--- config.mk ---
export PLATFORM = sky130hd
export DESIGN_NAME = stash_input_sampler
export DESIGN_NICKNAME = d
export VERILOG_FILES = /design/src/rtl/stash_pkg.sv /design/src/rtl/btn_debouncer.sv /design/src/rtl/stash_input_sampler.sv
export SDC_FILE = /design/constraint.sdc
export NUM_CORES = 1
export LEC_CHECK = 0
export BUFFER_PORTS_ARGS = -buffer_cell sky130_fd_sc_hd__buf_2
export CELL_PAD_IN_SITES_DETAIL_PLACEMENT = 1
export CELL_PAD_IN_SITES_GLOBAL_PLACEMENT = 1
export CORE_MARGIN = 2
export CORE_UTILIZATION = 41
export DETAILED_ROUTE_END_ITERATION = 10
export GPL_ROUTABILITY_DRIVEN = 0
export PLACE_DENSITY_LB_ADDON = 0.3
export SETUP_SLACK_MARGIN = 0.2
export SYNTH_ARGS = -nofsm -noshare
export SYNTH_HDL_FRONTEND = slang
export SYNTH_SLANG_ARGS = --single-unit
--- constraint.sdc ---
create_clock -name clk -period 2.2 [get_ports clk]
set_clock_uncertainty 0.15 [all_clocks]
set_input_delay 0.11 -clock clk [delete_from_list [all_inputs] [get_ports clk]]
set_output_delay 0.11 -clock clk [all_outputs]
set_load 0.05 [all_outputs]
--- src/rtl/stash_pkg.sv ---
// stash_pkg
// Shared definitions for the Stash circular buffer and its input sampler.
//   SAMPLE_W   : width of one stored sample (matches the switch bank)
//   dbState_e  : debounce FSM states used by btn_debouncer
package stash_pkg;

    localparam int SAMPLE_W = 8;

    typedef enum logic [1:0] {
        IDLE        = 2'd0,
        PRESS_CHK   = 2'd1,
        HELD        = 2'd2,
        RELEASE_CHK = 2'd3
    } dbState_e;

endpackage

--- src/rtl/btn_debouncer.sv ---
// btn_debouncer
// Synchronizes one raw push button and debounces it with a four-state FSM.
// A level change is accepted only after DEBOUNCE_CYCLES consecutive stable
// synchronized samples.
// Ports:
//   clk         : system clock
//   reset       : synchronous, active-high reset
//   btn         : raw asynchronous button, active-high
//   press_pulse : one-cycle strobe in the cycle the press is accepted
//                 (decoded from registered state, so the caller registers it
//                 on the same edge the FSM enters HELD)
//   held        : high while the FSM sits in HELD
module btn_debouncer
    import stash_pkg::*;
#(
    parameter int DEBOUNCE_CYCLES = 1000000
) (
    input  logic clk,
    input  logic reset,
    input  logic btn,
    output logic press_pulse,
    output logic held
);

    localparam int CW = $clog2(DEBOUNCE_CYCLES + 1);
    localparam logic [CW-1:0] CNT_MAX = CW'(DEBOUNCE_CYCLES);
    localparam logic [CW-1:0] CNT_ONE = CW'(1);

    logic [1:0]    sync_q;
    logic          synced;
    dbState_e      state_q, state_d;
    logic [CW-1:0] cnt_q, cnt_d;

    assign synced = sync_q[1];

    // Two-flop synchronizer; everything downstream sees only sync_q[1].
    always_ff @(posedge clk) begin
        if (reset) begin
            sync_q <= 2'b00;
        end else begin
            sync_q <= {sync_q[0], btn};
        end
    end

    // Debounce FSM. The counter holds the number of stable samples seen so
    // far, so the accepting transition fires when it would reach CNT_MAX.
    // The >= compare keeps the counter saturating rather than wrapping.
    always_comb begin
        state_d     = state_q;
        cnt_d       = cnt_q;
        press_pulse = 1'b0;
        case (state_q)
            IDLE: begin
                if (synced) begin
                    state_d = PRESS_CHK;
                    cnt_d   = CNT_ONE;
                end
            end
            PRESS_CHK: begin
                if (!synced) begin
                    state_d = IDLE;
                    cnt_d   = '0;
                end else if (cnt_q >= CNT_MAX - CNT_ONE) begin
                    state_d     = HELD;
                    cnt_d       = CNT_MAX;
                    press_pulse = 1'b1;
                end else begin
                    cnt_d = cnt_q + CNT_ONE;
                end
            end
            HELD: begin
                if (!synced) begin
                    state_d = RELEASE_CHK;
                    cnt_d   = CNT_ONE;
                end
            end
            RELEASE_CHK: begin
                if (synced) begin
                    state_d = HELD;
                    cnt_d   = '0;
                end else if (cnt_q >= CNT_MAX - CNT_ONE) begin
                    state_d = IDLE;
                    cnt_d   = '0;
                end else begin
                    cnt_d = cnt_q + CNT_ONE;
                end
            end
            default: begin
                state_d = IDLE;
                cnt_d   = '0;
            end
        endcase
    end

    // State and counter registers; reset discards any partial count.
    always_ff @(posedge clk) begin
        if (reset) begin
            state_q <= IDLE;
            cnt_q   <= '0;
        end else begin
            state_q <= state_d;
            cnt_q   <= cnt_d;
        end
    end

    assign held = (state_q == HELD);

endmodule

--- src/rtl/stash_input_sampler.sv ---
// stash_input_sampler
// Front end for the Stash buffer: debounces the store and next buttons,
// synchronizes the switch bank and emits registered sample/next strobes.
// Optional feature macro: STASH_SAMPLER_AUTO_REPEAT_EN (auto-repeat of
// next_sample while the next button is held).
// Ports:
//   clk          : system clock
//   reset        : synchronous, active-high reset
//   btn_store    : raw store button
//   btn_next     : raw next button
//   sw           : raw switch bank
//   sample       : switch value captured at the last store event
//   sample_valid : one-cycle pulse per accepted store press
//   next_sample  : one-cycle pulse per accepted next press (or repeat)
module stash_input_sampler
    import stash_pkg::*;
#(
    parameter int DEBOUNCE_CYCLES = 1000000,
    parameter int REPEAT_CYCLES   = 50000000
) (
    input  logic                clk,
    input  logic                reset,
    input  logic                btn_store,
    input  logic                btn_next,
    input  logic [SAMPLE_W-1:0] sw,
    output logic [SAMPLE_W-1:0] sample,
    output logic                sample_valid,
    output logic                next_sample
);

    logic [SAMPLE_W-1:0] swSync1_q, swSync2_q;
    logic [SAMPLE_W-1:0] sample_q, sample_d;
    logic                sampleValid_q, sampleValid_d;
    logic                nextSample_q, nextSample_d;
    logic                storeFire, storeHeld;
    logic                nextFire, nextHeld;
    logic                nextAny;
    logic                unusedStoreHeld;

    btn_debouncer #(.DEBOUNCE_CYCLES(DEBOUNCE_CYCLES)) storeDeb (
        .clk         (clk),
        .reset       (reset),
        .btn         (btn_store),
        .press_pulse (storeFire),
        .held        (storeHeld)
    );

    btn_debouncer #(.DEBOUNCE_CYCLES(DEBOUNCE_CYCLES)) nextDeb (
        .clk         (clk),
        .reset       (reset),
        .btn         (btn_next),
        .press_pulse (nextFire),
        .held        (nextHeld)
    );

    // The store button never repeats, so its held flag has no consumer.
    assign unusedStoreHeld = storeHeld;

`ifdef STASH_SAMPLER_AUTO_REPEAT_EN
    localparam int RW = $clog2(REPEAT_CYCLES);
    localparam logic [RW-1:0] RPT_LAST = RW'(REPEAT_CYCLES - 1);

    logic [RW-1:0] rptCnt_q, rptCnt_d;
    logic          rptFire;

    // Repeat counter: cleared by the initial press and by every repeat,
    // advances only while HELD, so a bounce into RELEASE_CHK freezes it and
    // a return to HELD resumes from where it stopped.
    always_comb begin
        rptCnt_d = rptCnt_q;
        rptFire  = 1'b0;
        if (nextFire) begin
            rptCnt_d = '0;
        end else if (nextHeld) begin
            if (rptCnt_q == RPT_LAST) begin
                rptFire  = 1'b1;
                rptCnt_d = '0;
            end else begin
                rptCnt_d = rptCnt_q + RW'(1);
            end
        end
    end

    always_ff @(posedge clk) begin
        if (reset) begin
            rptCnt_q <= '0;
        end else begin
            rptCnt_q <= rptCnt_d;
        end
    end

    assign nextAny = nextFire | rptFire;
`else
    logic        unusedNextHeld;
    logic [31:0] unusedRepeatCycles;

    assign unusedNextHeld     = nextHeld;
    assign unusedRepeatCycles = 32'(REPEAT_CYCLES);
    assign nextAny            = nextFire;
`endif

    // Switch-bank synchronizer, two flops per bit.
    always_ff @(posedge clk) begin
        if (reset) begin
            swSync1_q <= '0;
            swSync2_q <= '0;
        end else begin
            swSync1_q <= sw;
            swSync2_q <= swSync1_q;
        end
    end

    // Output next-state: a store wins a same-cycle collision and the next
    // strobe is simply dropped so Stash never sees both at once.
    always_comb begin
        sample_d      = sample_q;
        sampleValid_d = storeFire;
        nextSample_d  = nextAny & ~storeFire;
        if (storeFire) begin
            sample_d = swSync2_q;
        end
    end

    // Output registers.
    always_ff @(posedge clk) begin
        if (reset) begin
            sample_q      <= '0;
            sampleValid_q <= 1'b0;
            nextSample_q  <= 1'b0;
        end else begin
            sample_q      <= sample_d;
            sampleValid_q <= sampleValid_d;
            nextSample_q  <= nextSample_d;
        end
    end

    assign sample       = sample_q;
    assign sample_valid = sampleValid_q;
    assign next_sample  = nextSample_q;

endmodule
Yosys cells after proc, flatten, opt, wreduce, memory -nomap -nowiden
Index checks and enable logic that the tools add are counted.
Cells by class
  add/sub/neg operators: 2
  multiply operators: 0
  div/mod/pow operators: 0
  $lt $le $gt $ge: 2
  equality and inequality tests: 14
  shifts and indexed selects: 0
  multiplexer cells: 34
  bitwise logic cells: 2
  reductions and logical operators: 6
Operators with widths (number)
  $mux 20: 12
  $pmux 20 s4: 2
  $add 20x1->20 const B: 2
  $ge 20x20->1 const B: 2
  $mux 2: 12
  $pmux 2 s4: 2
  $eq 2x2->1 const B: 4
  $reduce_and 4->1: 2
  $mux 1: 6
  $ne 3x1->1 const B: 2
  $ne 3x3->1 const B: 2
  $eq 2x1->1 const B: 2
  $logic_not 2->1: 2
  $ne 2x1->1 const B: 2
  $ne 2x2->1 const B: 2
  $reduce_and 2->1: 2
  $and 1x1->1: 1
  $not 1->1: 1
Word-level totals
  register bits: 74
  bits in latches: 0
  memory bits (writable): 0
  bits in read-only memories: 0
  input port bits: 12
  word-level logic and storage cells: 71
  memories: 0

Depth between registers and ports, before layout
Gate-level depths: netlist of the first run.
  word-level depth: 6
  depth in mapped cells: 8
  mapped depth without buffers: 7

By module
From an unflattened synthesis of the first run, not the netlist that was laid out.
Second synthesis, totals
  cells, all modules: 405
  area, all modules: 3524.6 um^2
By module, submodules not included
  btn_debouncer at nextDeb: times used 1, cells an instance 180, area each 1420.1 um^2
  btn_debouncer at storeDeb: times used 1, cells an instance 162, area each 1321.3 um^2
  stash_input_sampler: times used 1, cells an instance 63, area each 783.3 um^2

Least setup slack after synthesis of the first run
Ideal clock, no wire load.
  path type: register to register
  start: register nextDeb.cnt_q[6]
  end: register nextDeb.cnt_q[10]
  library setup time: 0.069 ns
  arrival: 2.149 ns
  required time: 1.981 ns
  setup slack: -0.168 ns
  cell stages (with the launch flop): 8
  period minus slack after synthesis: 2.368 ns
  path through: dfxtp_1 -> buf_6 -> or4_1 -> a211o_1 -> a21o_1 -> or3b_4 -> or3_1 -> o21ai_1
Between the ends
  cells in the longest elaborated chain, start to end: 4
Ends and longest elaborated chain
  start, declared: RTL line btn_debouncer.sv:32  | logic [CW-1:0] cnt_q, cnt_d;
  start signal, assigned: RTL line btn_debouncer.sv:102  | cnt_q <= cnt_d;
  $add 20x1->20 / $ge 20x20->1 (equally long branches)
  $mux 20 (on tied branches): RTL line btn_debouncer.sv:81, btn_debouncer.sv:63
  $mux 20 (on tied branches): RTL line btn_debouncer.sv:78, btn_debouncer.sv:60
  $pmux 20 s4 *: RTL line btn_debouncer.sv:52  | case (state_q)
Every way passes the cells marked *; elsewhere a longest branch is shown, timed or not.
A chain may end at the register's enable or synchronous reset.

Worst setup path after layout of the first run
  start: register nextDeb.cnt_q[7]
  end: register nextDeb.cnt_q[4]
Between the ends
  cells in the longest elaborated chain, start to end: 4
Ends and longest elaborated chain (RTL line)
  $ge 20x20->1 *: btn_debouncer.sv:63, btn_debouncer.sv:81
  $mux 20 (on tied branches): btn_debouncer.sv:81, btn_debouncer.sv:63
  $mux 20 (on tied branches): btn_debouncer.sv:78, btn_debouncer.sv:60
  $pmux 20 s4 *: btn_debouncer.sv:52
Marks and branches as above.

==> results of run 1 <==
## power by group through the flow
stage	clock, W	combinational [W]	sequential (W)
2_1_floorplan	0	0.0000711	0.00140
3_5_place_dp	0	0.000118	0.00140
3_3_place_gp	0	0.000114	0.00140
6_report	0.00113	0.000149	0.00137
4_1_cts	0.00114	0.000139	0.00137
5_1_grt	0.00120	0.000161	0.00137
## worst max path at each step
stage,slack (ns),cells after the start,endpoint,startpoint
floorplan,-0.07,7,nextDeb.cnt_q[5],nextDeb.cnt_q[6]
global placement,-0.08,6,nextDeb.cnt_q[10],nextDeb.cnt_q[7]
detailed placement,-0.15,6,nextDeb.cnt_q[5],nextDeb.cnt_q[7]
CTS,-0.16,7,nextDeb.cnt_q[13],nextDeb.cnt_q[7]
global route,-0.33,9,nextDeb.cnt_q[13],nextDeb.cnt_q[7]
finish,-0.26,6,nextDeb.cnt_q[4],nextDeb.cnt_q[7]
## what timing repair did
item,4_1_cts,5_1_grt
hold buffers,10,0
setup buffers,6,9
resized for setup,52,39
pin swaps,21,18
hold endpoints to repair,10,0
endpoints found under the setup margin,49,54
## area by class of cell
cell class	count	area, um2
Clock buffer	9	124
Clock inverter	7	85.1
Fill cell	935	3320
Inverter	10	37.5
Multi-Input combinational cell	310	2180
Sequential cell	74	1490
Tap cell	105	131
Timing Repair Buffer	104	853
## registers in the layout (all words and copies together), names as in the netlist, named ones only
name	cells
next_sample	1
storeDeb.cnt_q	20
storeDeb.sync_q	2
sample	8
sample_valid	1
nextDeb.state_q	1
storeDeb.state_q	1
nextDeb.cnt_q	20
nextDeb.sync_q	2
swSync1_q	8
swSync2_q	8
## critical path: stages, from the launching register on
cell and delay (ns):
dfxtp_1 0.33, or4_1 0.52, a211o_1 0.28, a21o_1 0.20, or3b_4 0.48, or3_1 0.36, nand3_1 0.08
## cells by family after synthesis
kind of cell | Yosys count
xor+xnor | 8
fa+ha+maj | 2
mux | 8
flops | 74
simple gates | 193
buf+inv | 31
compound gates | 99
## cells in the mapped netlist, types with 3 or more instances
library cell,n
a211o_1,4
a211oi_1,3
a21o_1,9
a21oi_1,23
a22o_1,3
and3_1,7
and4_1,4
clkbuf_1,17
dfxtp_1,74
inv_1,10
mux2i_1,8
nand2_1,33
nand2b_1,7
nand3_1,28
nand4_1,12
nor2_1,30
nor2b_1,23
nor3_1,16
nor3b_1,5
nor3b_2,3
nor4_1,3
o21a_1,3
o21ai_0,30
o21ai_1,4
or3_1,7
or3b_2,4
xor2_1,6
## layer usage
| layer | vias to the layer above | wire length (um) | GRT usage | part of all wire |
|---|---|---|---|---|
| met3 | 23 | 376 | 0.0439 | 0.032 |
| met1 | 1828 | 4720 | 0.273 | 0.40 |
| met4 | 0 | 219 | 0.0905 | 0.018 |
| li1 | 1706 | - | - | - |
| met5 | - | 0 | 0 | 0 |
| met2 | 81 | 6610 | 0.505 | 0.55 |
## per-stage QoR
stage	power (W)	worst slack [ns]	utilization	hold slack, ns	instance area [um2]
global placement	0.00151	-0.0804	0.504	0.170	4140
detailed placement	0.00152	-0.150	0.504	0.174	4140
finish	0.00264	-0.255	0.596	0.0297	4900
CTS	0.00265	-0.157	0.569	0.0184	4670
floorplan	0.00147	-0.0704	-	0.0882	3550
global route	0.00273	-0.325	0.596	0.0695	4900
==> results.toml, run 1 <==
[status]
outcome = "complete, but fails checks"
violations = "setup timing"

[setup_path]
critPathKind = "reg2reg"
r2r_start = "nextDeb.cnt_q[7]"
reg2reg_depth = 6
end_kind = "flip-flop"
worst-path-max-fanout = 8
rrSetupSlack_ns = -0.26
r2r_end = "nextDeb.cnt_q[4]"
crit_arrival_ns = 2.61
startpoint_type = "flip-flop"
crit_required_ns = 2.35

[logic_synthesis]
yosys.area_share.adder = 0.00717
synth-compound-area-share = 0.183
synth_top_family_by_area = "simple AND/OR/NAND/NOR gates"
synthSimpleGateAreaFrac = 0.304
ys_seq_area_frac = 0.425
synth_top_area_cell = "dfxtp_1"
ys_ff_latch = 74
yosysWarnings = 0
synth-edff-count = 0
synth.mux.area_fraction = 0.0229
ys_async_sr_fraction = 0
ys_types = 55
netlist_instances = 415
syn-num-nets = 429
avgSynthCellArea_um2 = 8.41
synth_area_um2 = 3490
synthXorXnorAreaFrac = 0.0201
synth_top_area_frac = 0.425
synth_ff_type = "dfxtp_1"
yosys-top-cells-area = "dfxtp_1 (42%), o21ai_0 (4.3%), nor2b_1 (4.1%), nand3_1 (4.0%), nand2_1 (3.5%)"

[route]
postRouteWirelength_um = 11900
drc_errors = 0
first_pass_iters = 5
vias = 3638
drt_iter0_drc = 191
ant_nets = 0
vias_per_cell = 5.88
wl_per_cell_um = 19.3

[sta]
fmax_mhz = 407
finalHoldViolCount = 0
period_minus_slack_ns = 2.46
postLayoutSetupSlackWorst_ns = -0.255
rsz0062_at_grt = "yes"
worstMarginPinSlew_ns = 0.499
relSlewSlack = 0.667
post-route-period-util = 1.12
drv_slew = 0
finalSetupTns_ns = -4.03
final-setup-viol-count = 39

[worst_hold_path]
min_path_cells = 2
hold_end = "nextDeb.cnt_q[1]"
hp-start = "reset"
min_path_type = "in2reg"

[power]
clockPowerShare = 0.426
p_sw_w = 0.000672
p_int_w = 0.00197
pwr-share-seq = 0.517
p_per_area_nw_per_um2 = 540
irDropWorstVdd_mv = 0.339
swShare = 0.254
comb_power_share = 0.056
leakage_nw = 1.97

[global_route]
antenna_found_initial = 0
grt_overflow_total = 0
gr-usage-all-layers = 0.258
grt_max_degree = 39
grt_first_pass_wirelength_um = 18400
grt_pass1_vias = 3816

[floorplanning]
die_h_um = 96.3
die_w_um = 96.3
core_um2 = 8220
row_count = 33
die_area_um2 = 9270
start_util = 0.425
pin_count = 22

[cells_and_area]
drive_above_1_share = 0.340
instances_no_fill = 619
antenna-diode-count = 0
most-common-layout-cells = "dfxtp_1 (70), buf_4 (53), nor2_1 (26), nand2_1 (26), nand3_1 (25)"
final_common_cell = "dfxtp_1"
area_growth_syn_to_layout_pct = 40.4
fin_nets = 523

[place]
hpwl_um = 7100
port_buffers = 21
dp_cells = 578

[clock_network]
cts_tree = "done"
cts_max_path_buffers = 2
cts_buffers = 9
path_clk_slew_ns = 0.09
cts.sinks = 74
cts.htree.levels = 3
cts-root-buf = "clkbuf_8"
clk_latency_ns = 0.35

[job]
maxCapViolCount = 0
Power figures use the tool's default switching activity.
==> run 2, diff against run 1 <==
--- a/config.mk
+++ b/config.mk
@@ -9,11 +9,12 @@
 export CELL_PAD_IN_SITES_DETAIL_PLACEMENT = 1
 export CELL_PAD_IN_SITES_GLOBAL_PLACEMENT = 1
 export CORE_MARGIN = 2
-export CORE_UTILIZATION = 41
+export CORE_UTILIZATION = 46
 export DETAILED_ROUTE_END_ITERATION = 10
 export GPL_ROUTABILITY_DRIVEN = 0
 export PLACE_DENSITY_LB_ADDON = 0.3
 export SETUP_SLACK_MARGIN = 0.2
+export SLEW_MARGIN = 20
 export SYNTH_ARGS = -nofsm -noshare
 export SYNTH_HDL_FRONTEND = slang
 export SYNTH_SLANG_ARGS = --single-unit
==> constraint.sdc (replaced) <==
create_clock -name clk -period 2.79 [get_ports clk]
set_clock_uncertainty 0.15 [all_clocks]
set_input_delay 0.1395 -clock clk [delete_from_list [all_inputs] [get_ports clk]]
set_output_delay 0.1395 -clock clk [all_outputs]
set_load 0.05 [all_outputs]
==> run 2 against run 1 <==
Effect of this change: largest power group unchanged; combinational power decreased by 35%; the run now ends clean; sequential share of layout area increased by 6.1 points; setup slack improved by 0.56 ns; fmax decreased by 1.3%; clock-buffer cell count unchanged; total power decreased by 22%; global-route usage decreased by 0.96 points; register-to-register slack improved by 0.56 ns; critical path depth unchanged; wire length decreased by 17%; via count decreased by 11%; highest routed layer unchanged; first-iteration DRC count decreased by 39%.
==> results.toml, run 2 (synthesis results as in run 1) <==
[job]
maxCapViolCount = 0

[cells_and_area]
final_common_cell = "dfxtp_1"
top_regs = "nextDeb.cnt_q x20, storeDeb.cnt_q x20"
antenna-diode-count = 0
area_growth_syn_to_layout_pct = 16.5
fin_nets = 465
instances_no_fill = 555
fillers = 902
most-common-layout-cells = "dfxtp_1 (73), nand2_1 (33), o21ai_0 (30), nor2_1 (30), nand3_1 (27)"
multi_input_area_um2 = 1890
drive_above_1_share = 0.145
ff_latch_area_um2 = 1480

[floorplanning]
row_count = 31
die_area_um2 = 8300
pin_count = 22
die_h_um = 91.1
start_util = 0.479
die_w_um = 91.1
core_um2 = 7290

[power]
swShare = 0.254
irDropWorstVdd_mv = 0.378
clockPowerShare = 0.432
pwr-share-seq = 0.522
comb_power_share = 0.046
p_int_w = 0.00155
p_per_area_nw_per_um2 = 509
leakage_nw = 1.55
p_sw_w = 0.000526

[clock_network]
path_clk_slew_ns = 0.09
cts.sinks = 74
cts_buffers = 9
cts_max_path_buffers = 2
clk_latency_ns = 0.35
cts-root-buf = "clkbuf_8"
cts.htree.levels = 3
cts_tree = "done"

[setup_path]
slowest_delay_ns = 0.53
rrSetupSlack_ns = 0.30
r2r_end = "nextDeb.cnt_q[10]"
startpoint_type = "flip-flop"
crit_arrival_ns = 2.62
cp_num_cells = 6
cp_num_buf_inv = 0
worst-path-max-fanout = 11
end_kind = "flip-flop"
cp_top_family = "simple AND/OR/NAND/NOR gates"
reg2reg_depth = 6
cp_cell_sequence = "or4_1 -> a211o_1 -> a21o_1 -> or3b_4 -> or3_1 -> o21ai_1"
critPathKind = "reg2reg"
worstSetupStartpoint = "nextDeb.cnt_q[6]"
crit_required_ns = 2.92
r2r_start = "nextDeb.cnt_q[6]"
worstSetupEndpoint = "nextDeb.cnt_q[10]"
cp_slowest_cell = "or4_1"

[global_route]
grt_pass1_vias = 3365
gr-usage-all-layers = 0.248
grt_max_degree = 32
grt_overflow_total = 0
grt_first_pass_wirelength_um = 16700
antenna_found_initial = 0

[sta]
final-setup-viol-count = 0
fmax_mhz = 402
relSlewSlack = 0.579
rsz0062_at_grt = "yes"
drv_slew = 0
period_minus_slack_ns = 2.49
worstMarginPinSlew_ns = 0.630
finalSetupTns_ns = 0
post-route-period-util = 0.892
finalHoldViolCount = 0

[route]
vias_per_cell = 5.82
ant_nets = 0
drt_iter0_drc = 116
vias = 3230
postRouteWirelength_um = 9950
first_pass_iters = 4
drc_errors = 0
wl_per_cell_um = 17.9

[worst_hold_path]
min_path_type = "reg2reg"
hp-start = "swSync1_q[2]"

[place]
port_buffers = 21
hpwl_um = 6260
dp_cells = 526

[status]
outcome = "completed"
-- run 2: cell types whose count changed in the layout (fill, tap and decap cells not counted), moves of 7 or more --
cell     before  now
buf_4        53   13
o21ai_0      12   30
buf_6        16    1
a21oi_1      14   23
o21ai_1      13    4
o21ai_2       9    0
a21oi_2       7    0
nand2_1      26   33
-- run 2: through the flow --
step | power [W] | hold slack (ns) | worst slack (ns) | util | instance area, um2
final | 0.00207 | 0.303 | 0.301 | 0.558 | 4070
after global routing | 0.00215 | 0.322 | 0.190 | 0.558 | 4070
after CTS | 0.00208 | 0.298 | 0.225 | 0.553 | 4030
after detailed placement | 0.00118 | 0.210 | 0.260 | 0.509 | 3710
after global placement | 0.00118 | 0.198 | 0.329 | 0.509 | 3710
after floorplan | 0.00116 | 0.118 | 0.422 | - | 3490
-- run 2: cell type report --
class / instances / area share
Inverter: 10 / 0.00923
Clock buffer: 9 / 0.0305
Timing Repair Buffer: 46 / 0.0797
Sequential cell: 74 / 0.365
Clock inverter: 7 / 0.0212
Multi-Input combinational cell: 310 / 0.464
Tap cell: 99 / 0.0305
-- run 2: worst min path at each step --
stage / cells past startpoint / end
2_1_floorplan: 1 / nextDeb.sync_q[0]
3_3_place_gp: 2 / swSync1_q[5]
3_5_place_dp: 2 / swSync1_q[0]
4_1_cts: 1 / swSync2_q[4]
5_1_grt: 1 / swSync2_q[2]
6_report: 1 / swSync2_q[2]
-- run 2: timing repair --
| action | in CTS | in global routing |
|---|---|---|
| resized for setup | 0 | 5 |
| buffers inserted | 0 | 2 |
| endpoints found under the setup margin | 0 | 9 |
| endpoints found under the hold margin | 11 | 0 |
| hold buffers | 11 | 0 |
-- run 2: layer usage --
layer,GRT usage,routed length (um),part of all wire,vias to the layer above
met2,0.425,4820,0.48,67
met1,0.322,4680,0.47,1570
li1,-,-,-,1582
met3,0.0473,351,0.035,11
met4,0.0631,102,0.010,0
met5,0,0,0,-
-- run 2: power by group through the flow --
| stage | sequential, W | combinational (W) | clock, W |
|---|---|---|---|
| after global routing | 0.00108 | 0.000104 | 0.000960 |
| after CTS | 0.00108 | 0.0000927 | 0.000906 |
| after detailed placement | 0.00110 | 0.0000801 | 0 |
| after global placement | 0.00110 | 0.0000763 | 0 |
| after floorplan | 0.00110 | 0.0000552 | 0 |
| final | 0.00108 | 0.0000962 | 0.000894 |
